**src/rtl/vc_arb_defs.sv**
```systemverilog
// Shared definitions for the two-VC weighted round-robin arbiter:
// FSM state encoding and counter widths.
package vc_arb_defs;

  typedef enum logic [1:0] {
    IDLE = 2'd0,
    GNT0 = 2'd1,
    GNT1 = 2'd2
  } arb_state_e;

  localparam int CNT_W = 8;
  localparam int GNT_W = 16;

endpackage

```
**src/rtl/vc_grant_counter.sv**
```systemverilog
// Saturating grant total; holds at all-ones once reached.
import vc_arb_defs::*;

module vc_grant_counter (
  input  logic             clk,
  input  logic             reset,
  input  logic             inc,
  output logic [GNT_W-1:0] count
);

  always_ff @(posedge clk) begin
    if (reset) begin
      count <= '0;
    end else if (inc && (count != '1)) begin
      count <= count + GNT_W'(1);
    end
  end

endmodule

```
**src/rtl/vc_wrr_arbiter.sv**
```systemverilog
// Two-VC weighted round-robin arbiter: reads one of two FIFOs per cycle and
// forwards the returned word one cycle later tagged with its source VC.
//
// state | meaning
// IDLE  | no grant last cycle
// GNT0  | last grant went to VC0
// GNT1  | last grant went to VC1
import vc_arb_defs::*;

module vc_wrr_arbiter #(
  parameter int BW = 6,
  parameter int W0 = 4,
  parameter int W1 = 1
) (
  input  logic          clk,
  input  logic          reset,
  input  logic          VC0_empty,
  input  logic          VC1_empty,
  input  logic [BW-1:0] VC0_data_out,
  input  logic [BW-1:0] VC1_data_out,
  input  logic          pause,
  output logic          VC0_rd,
  output logic          VC1_rd,
  output logic [BW-1:0] data_out,
  output logic          valid_out,
  output logic          vc_id,
  output logic [15:0]   gnt_cnt0,
  output logic [15:0]   gnt_cnt1
);

  localparam logic [CNT_W-1:0] W0_C = CNT_W'(W0);
  localparam logic [CNT_W-1:0] W1_C = CNT_W'(W1);

  arb_state_e       state, state_nxt;
  logic [CNT_W-1:0] cnt, cnt_nxt;
  logic             e0, e1;
  logic             rd0, rd1;

  assign e0 = !VC0_empty && !pause && !reset;
  assign e1 = !VC1_empty && !pause && !reset;

  always_ff @(posedge clk) begin
    if (reset) begin
      state <= IDLE;
      cnt   <= '0;
    end else begin
      state <= state_nxt;
      cnt   <= cnt_nxt;
    end
  end

  always_comb begin
    rd0       = 1'b0;
    rd1       = 1'b0;
    state_nxt = IDLE;
    cnt_nxt   = '0;
    unique case (state)
      GNT0: begin
        if (e0 && ((cnt < W0_C) || !e1)) begin
          rd0       = 1'b1;
          state_nxt = GNT0;
          // saturate at the weight so a lone VC keeps streaming
          cnt_nxt   = (cnt < W0_C) ? cnt + CNT_W'(1) : cnt;
        end else if (e1) begin
          rd1       = 1'b1;
          state_nxt = GNT1;
          cnt_nxt   = CNT_W'(1);
        end
      end
      GNT1: begin
        if (e1 && ((cnt < W1_C) || !e0)) begin
          rd1       = 1'b1;
          state_nxt = GNT1;
          cnt_nxt   = (cnt < W1_C) ? cnt + CNT_W'(1) : cnt;
        end else if (e0) begin
          rd0       = 1'b1;
          state_nxt = GNT0;
          cnt_nxt   = CNT_W'(1);
        end
      end
      default: begin
        if (e0) begin
          rd0       = 1'b1;
          state_nxt = GNT0;
          cnt_nxt   = CNT_W'(1);
        end else if (e1) begin
          rd1       = 1'b1;
          state_nxt = GNT1;
          cnt_nxt   = CNT_W'(1);
        end
      end
    endcase
  end

  assign VC0_rd = rd0;
  assign VC1_rd = rd1;

  always_ff @(posedge clk) begin
    if (reset) begin
      valid_out <= 1'b0;
      vc_id     <= 1'b0;
    end else begin
      valid_out <= rd0 | rd1;
      if (rd0 | rd1) begin
        vc_id <= rd1;
      end
    end
  end

  // FIFO read data arrives the cycle after rd, aligned with vc_id
  assign data_out = vc_id ? VC1_data_out : VC0_data_out;

  vc_grant_counter u_gnt0 (
    .clk   (clk),
    .reset (reset),
    .inc   (rd0),
    .count (gnt_cnt0)
  );

  vc_grant_counter u_gnt1 (
    .clk   (clk),
    .reset (reset),
    .inc   (rd1),
    .count (gnt_cnt1)
  );

endmodule

```
**config.mk**
```make
export PLATFORM = sky130hd
export DESIGN_NAME = vc_wrr_arbiter
export DESIGN_NICKNAME = d
export VERILOG_FILES = /design/src/rtl/vc_arb_defs.sv /design/src/rtl/vc_grant_counter.sv /design/src/rtl/vc_wrr_arbiter.sv
export SDC_FILE = /design/constraint.sdc
export NUM_CORES = 1
export LEC_CHECK = 0
export ABC_AREA = 1
export BUFFER_PORTS_ARGS = -buffer_cell sky130_fd_sc_hd__buf_2
export CAP_MARGIN = 20
export CORE_MARGIN = 2
export CORE_UTILIZATION = 48
export CTS_CLUSTER_SIZE = 25
export DETAILED_ROUTE_END_ITERATION = 7
export GPL_ROUTABILITY_DRIVEN = 1
export PLACE_DENSITY = 0.75
export SLEW_MARGIN = 20
export SYNTH_ARGS = -nofsm -noshare
export SYNTH_HDL_FRONTEND = slang
export SYNTH_SLANG_ARGS = --single-unit
```
**constraint.sdc**
```tcl
create_clock -name clk -period 2.05 [get_ports clk]
set_clock_uncertainty 0.2 [all_clocks]
set_input_delay 0 -clock clk [delete_from_list [all_inputs] [get_ports clk]]
set_output_delay 0 -clock clk [all_outputs]
set_load 0.1 [all_outputs]
```
# Word level (Yosys, flattened, before mapping)
# Index checks and enable logic that the tools add are counted.
[word_totals]
register_bits = 44
in_bits = 17
[op_classes]
n_addsub = 3
n_lt_le_gt_ge = 2
eq_ne = 6
n_mux = 24
bitwise = 1
n_reduce_logical = 17
[ops]
columns = ["op", "count"]
rows = [
  ["$add 16x1->16 const B", 2],
  ["$mux 8", 4],
  ["$ne 16x16->1 const B", 2],
  ["$pmux 8 s2", 1],
  ["$mux 1", 11],
  ["$add 8x1->8 const B", 1],
  ["$logic_and 1x1->1", 8],
  ["$lt 8x1->1 const B", 1],
  ["$lt 8x3->1 const B", 1],
  ["$mux 2", 4],
  ["$logic_not 1->1", 6],
  ["$mux 6", 1],
  ["$ne 3x3->1 const B", 2],
  ["$pmux 1 s2", 2],
  ["$pmux 2 s2", 1],
  ["$eq 2x1->1 const B", 1],
  ["$eq 2x2->1 const B", 1],
  ["$logic_or 1x1->1", 2],
  ["$reduce_and 2->1", 1],
  ["$or 1x1->1", 1],
]

# Longest topological paths before layout
[logic_depth]
word_depth = 9
mapped_depth = 13
ltp_nobuf = 12

# Cells and area by module
# A second synthesis with hierarchy kept.
[unflattened]
cells_unflattened = 405
area_unflattened_um2 = 2558.7
[modules_own_cells]
columns = ["mod", "n_inst", "cells_per_inst", "area_each_um2", "seq_area_each_um2"]
rows = [
  ["vc_grant_counter", 2, 149, 929.6, 320.3],
  ["vc_wrr_arbiter", 1, 107, 699.4, 240.2],
]

# Least setup slack after synthesis
# Ideal clock, no wire load.
[synth_timing]
path_kind = "reg-to-reg"
start = "reg u_gnt1.count[0]"
end = "reg u_gnt1.count[0]"
setup_time_ps = 68
t_arrival_ps = 2561
setup_slack_ps = -779
stages_incl_launch_ff = 11
cell_sequence = "dfxtp_1 > ha_1 > nand2_2 > nor3b_4 > nand4_1 > nor2_2 > nand2_4 > nand2_4 > buf_6 > nand2_1 > a21oi_2"
[synth_via]
elab_chain_len = 2
word_cells_on_any_way = 3
classes_between = "add/sub: 1; eq/ne: 1; reduce/logical: 1"
[synth_rtl]
columns = ["element", "line_no", "text"]
rows = [
  ["from (decl)", "vc_grant_counter.sv:8", "output logic [GNT_W-1:0] count"],
  ["from (signal assigned)", "vc_grant_counter.sv:15", "count <= count + GNT_W'(1);"],
  ["parallel branches: the longest is 2 deep, another holds $add 16x1->16", "-", ""],
]
# Parallel ways; which one is timed is not known.
# A chain may end at the register's enable or synchronous reset.

# Worst setup path in the final report
[layout_timing]
start = "reg cnt[0]"
end = "out VC0_rd"
[layout_via]
elab_chain_len = 5
word_cells_on_any_way = 9
classes_between = "order compare: 2; mux: 3; reduce/logical: 4"
[layout_rtl]
columns = ["element", "line_no", "text"]
rows = [
  ["from (decl)", "vc_wrr_arbiter.sv:35", "logic [CNT_W-1:0] cnt, cnt_nxt;"],
  ["from (signal assigned)", "vc_wrr_arbiter.sv:48", "cnt <= cnt_nxt;"],
  ["$lt 8x1->1 / $lt 8x3->1 (equally long branches)", "vc_wrr_arbiter.sv:71, vc_wrr_arbiter.sv:59", ""],
  ["$logic_or 1x1->1 (on tied branches)", "vc_wrr_arbiter.sv:71, vc_wrr_arbiter.sv:59", ""],
  ["$logic_and 1x1->1 (on tied branches)", "vc_wrr_arbiter.sv:71, vc_wrr_arbiter.sv:59", ""],
  ["$mux 1 (on tied branches)", "vc_wrr_arbiter.sv:71, vc_wrr_arbiter.sv:59", ""],
  ["$pmux 1 s2 *", "vc_wrr_arbiter.sv:57", "unique case (state)"],
  ["to (decl)", "vc_wrr_arbiter.sv:22", "output logic VC0_rd,"],
]
# Mark *: on every way between the ends. The rest lies on a longest branch, timed or not.

==> key figures <==
Outcome
  • Status: complete, no violations

Timing
  • Period minus WS final: ~2.0 ns
  • Worst setup margin: between 0.08 and 0.09 ns
  • Final Cycle Share: a little over nine tenths
  • RSZ-0062 raised after global routing: yes
  • Max Clk Rate: between 0.5 and 0.6 GHz
  • Actual slew at the worst max-slew pin: roughly 0.49 ns
  • Final setup fails: 0
  • Slew headroom: approximately 67%
  • Final Hold Slack: 0.01621 ns
  • Final Hold Vio Count: 0
  • Max-slew violation count: 0

Hold path
  • Hold depth: 6
  • Worst hold path type: primary input to register
  • Hold Path End: state[1]$_SDFF_PP0_
  • HP Start: VC1_empty

Placed design
  • Cell count after placement: approximately 470
  • Pre-CTS setup slack: just over 0.05 ns
  • HPWL Detailed: around 4.2 mm
  • Placer Congestion: ~0.9
  • # port buffers: between 50 and 60

Clock network
  • Root Driver: clkbuf_8
  • H-tree levels: 2
  • Worst-skew pair later-pin latency: approximately 0.3 ns
  • Clock tree from TritonCTS: built
  • Reg clk slew, reported paths: roughly 0.09 ns
  • Clk buf depth: 2
  • Total CTS buffers: 5
  • Clock sink count: 44

Worst setup path
  • Setup crit end kind: output pin
  • Crit path max fanout: 10
  • WP data arrival: 1.77 ns
  • R2r startpoint: u_gnt0.count[0]$_SDFFE_PP0P_
  • Worst-case reg-to-reg path depth: 7
  • Critical R2R Capture: u_gnt0.count[0]$_SDFFE_PP0P_
  • Reg2Reg Setup Slack: approximately 0.14 ns
  • Critical Path Start Type: register
  • Data required, critical path: 1.85 ns
  • Crit Path Class: register to output pin

Route
  • Routed length per placed instance: ~12 microns
  • Via count: approximately 2.5k
  • Initial drt markers: 123
  • ANT nets after route: 0
  • Vias/cell: between 5 and 6
  • DR DRC count: 0
  • Wirelength, routed: around 6.0 mm
  • Router iterations before antenna repair: 4

Cells and area
  • Finished Layout Cells: approximately 500
  • ANT cells: 0
  • Share of cells above drive strength 1: roughly a third
  • NumNets Final: about 440
  • Area growth from synthesis to layout: 29.46%

GRT
  • Initial antenna violation count: 0
  • First-pass GRT wire length: around 10 mm
  • GRT Util Overall: roughly a fifth
  • Number of global-route vias before repair: around 2.3k
  • Gr ovfl total: 0
  • Largest net degree at the start of global routing: 22

Floorplanning
  • DIE HEIGHT: between 70 and 80 microns
  • I/O pin count: 59
  • Total die area: 5796 sq um
  • Row count: 26
  • Core Footprint: 5075 sq um
  • Initial core utilization: between 40% and 50%
  • Die width: roughly 76 microns

Power
  • Design Power: about 0.0028 W
  • VDD IR max: around 0.94 mV
  • Lkg Pwr: between 1 and 1.5 nW
  • PwrDens: 868.6 nW/um^2

Synth
  • Area leader, netlist: dfxtp_1
  • Top cells by count, synth: nand2_1 (76), nand3_1 (50), dfxtp_1 (44), nor2_1 (36), a21oi_1 (31)
  • Most common cell in the netlist: nand2_1
  • Yosys cell types: 28
  • Post-synth EDFFs: 0
  • Gate count of the mapped netlist: about 350
  • Synthesized area: approximately 2500 sq um
  • Ys flop type: dfxtp_1
  • Register area share after synthesis: approximately a third
  • Area contributors post-synth: dfxtp_1 (35%), nand2_1 (11%), nand3_1 (10%)
  • Synth warn: 0
  • Ys async rst share: 0%
  • Avg Inst Size Synth: just over 7 sq um
  • Area share of the largest cell type after synthesis: 35.27%
  • Mapped Nets: between 300 and 400
  • Synth Register Bits: 44

Run
  • Max-Cap Viols: 0
[routing by layer]
layer	vias to the layer above	wire length (microns)	track usage, %
li1	1282	-	-
met1	1162	2875	28.54
met2	67	2739	34.20
met3	6	266	4.502
met4	0	72	5.636
met5	-	0	0
[registers in the layout (all words and copies together), names as in the netlist]
register / cells
u_gnt1.count: 16
cnt: 8
u_gnt0.count: 16
valid_out: 1
vc_id: 1
state: 2
[how the worst max path moves through the flow]
| stage | endpoint | start | slack, ns | cells past startpoint |
|---|---|---|---|---|
| after detailed placement | u_gnt1.count[4]$_SDFFE_PP0P_ | cnt[0]$_SDFFE_PP0P_ | 0.05 | 11 |
| after global routing | VC0_rd | cnt[0]$_SDFFE_PP0P_ | -0.07 | 11 |
| final | VC0_rd | cnt[0]$_SDFFE_PP0P_ | 0.08 | 11 |
| after floorplan | u_gnt1.count[14]$_SDFFE_PP0P_ | u_gnt1.count[0]$_SDFFE_PP0P_ | -0.09 | 10 |
| after CTS | VC0_rd | cnt[7]$_SDFFE_PP0P_ | 0.01 | 9 |
| after global placement | u_gnt1.count[5]$_SDFFE_PP0P_ | cnt[0]$_SDFFE_PP0P_ | 0.08 | 11 |
[kinds of logic (layout without fill, tap and decap cells)]
logic type | Yosys count | count (layout) | synth area share [%]
and+or+nand+nor | 186 | 187 | 34.52
adders and majority gates | 6 | 6 | 3.006
AOI/OAI and AO/OA | 38 | 38 | 8.016
muxes | 6 | 6 | 2.705
DFF | 44 | 44 | 35.27
buffers and inverters | 41 | 112 | 7.364
xor gates and xnor gates | 26 | 26 | 9.118
[where the power goes]
group,switching (W),internal (W),total (W)
clock network,0.000301,0.000238,0.000538
registers,0.0000661,0.000901,0.000967
logic,0.000956,0.000347,0.00130
[final cells by class]
type	count	area, sq um
Clock buffer	5	68.82
Multi-Input combinational cell	263	1536
Inverter	29	112.6
Fill cell	467	1842
Timing Repair Buffer	75	465.4
Tap cell	70	87.58
Clock inverter	3	18.77
Sequential cell	44	943.4
[what timing repair did]
item / 4_1_cts / 5_1_grt
pin swaps: 1 / 4
buffers inserted: 2 / 2
resized for setup: 2 / 14
cloned: 0 / 1
hold buffers: 4 / 0
endpoints found under the setup margin: 2 / 34
hold endpoints to repair: 13 / 0
[placed cells by master (no fill, tap or decap)]
| cell | n |
|---|---|
| clkinv_2 | 2 |
| a21oi_1 | 31 |
| nor2_1 | 33 |
| nand4_1 | 6 |
| nand4_4 | 1 |
| dfxtp_2 | 17 |
| nand2_1 | 72 |
| nand2_4 | 5 |
| nor2_4 | 1 |
| mux2_2 | 6 |
| ha_1 | 5 |
| clkbuf_8 | 5 |
| a21oi_2 | 2 |
| clkinvlp_4 | 1 |
| ha_4 | 1 |
| nand3b_1 | 3 |
| nor3_2 | 2 |
| nand3_1 | 49 |
| nor3b_4 | 1 |
| nor3_1 | 3 |
| nand2_8 | 2 |
| dfxtp_4 | 11 |
| xnor2_1 | 12 |
| nand2_2 | 3 |
| inv_1 | 28 |
| nor3b_1 | 1 |
| dfxtp_1 | 16 |
| nor3_4 | 1 |
| buf_12 | 2 |
| buf_8 | 1 |
| buf_4 | 12 |
| dlygate4sd3_1 | 4 |
| nor2_2 | 3 |
| o21ai_0 | 4 |
| clkinv_4 | 1 |
| o211ai_1 | 1 |
| nand3_2 | 1 |
| buf_2 | 56 |
| xor2_1 | 14 |
[worst max-delay path: stages, from the launching register on]
cell and delay, ns:
dfxtp_1 0.34, inv_1 0.06, ha_1 0.19, nand2_1 0.07, nor2_2 0.04, nand2_1 0.06
nand3_1 0.09, nand2_1 0.09, nand2_2 0.08, nand2_4 0.11, buf_8 0.14, buf_12 0.17
[stage by stage]
stage          cell area, sq um  util [%]  setup TNS, ns
6_report                   3233     63.71              0
5_1_grt                    3233     63.71       -0.09925
4_1_cts                    3146     61.98              0
3_5_place_dp               2995     59.02              0
3_3_place_gp               2995     59.02              0
2_1_floorplan              2599         -         -1.052
Power figures use the tool's default switching activity.
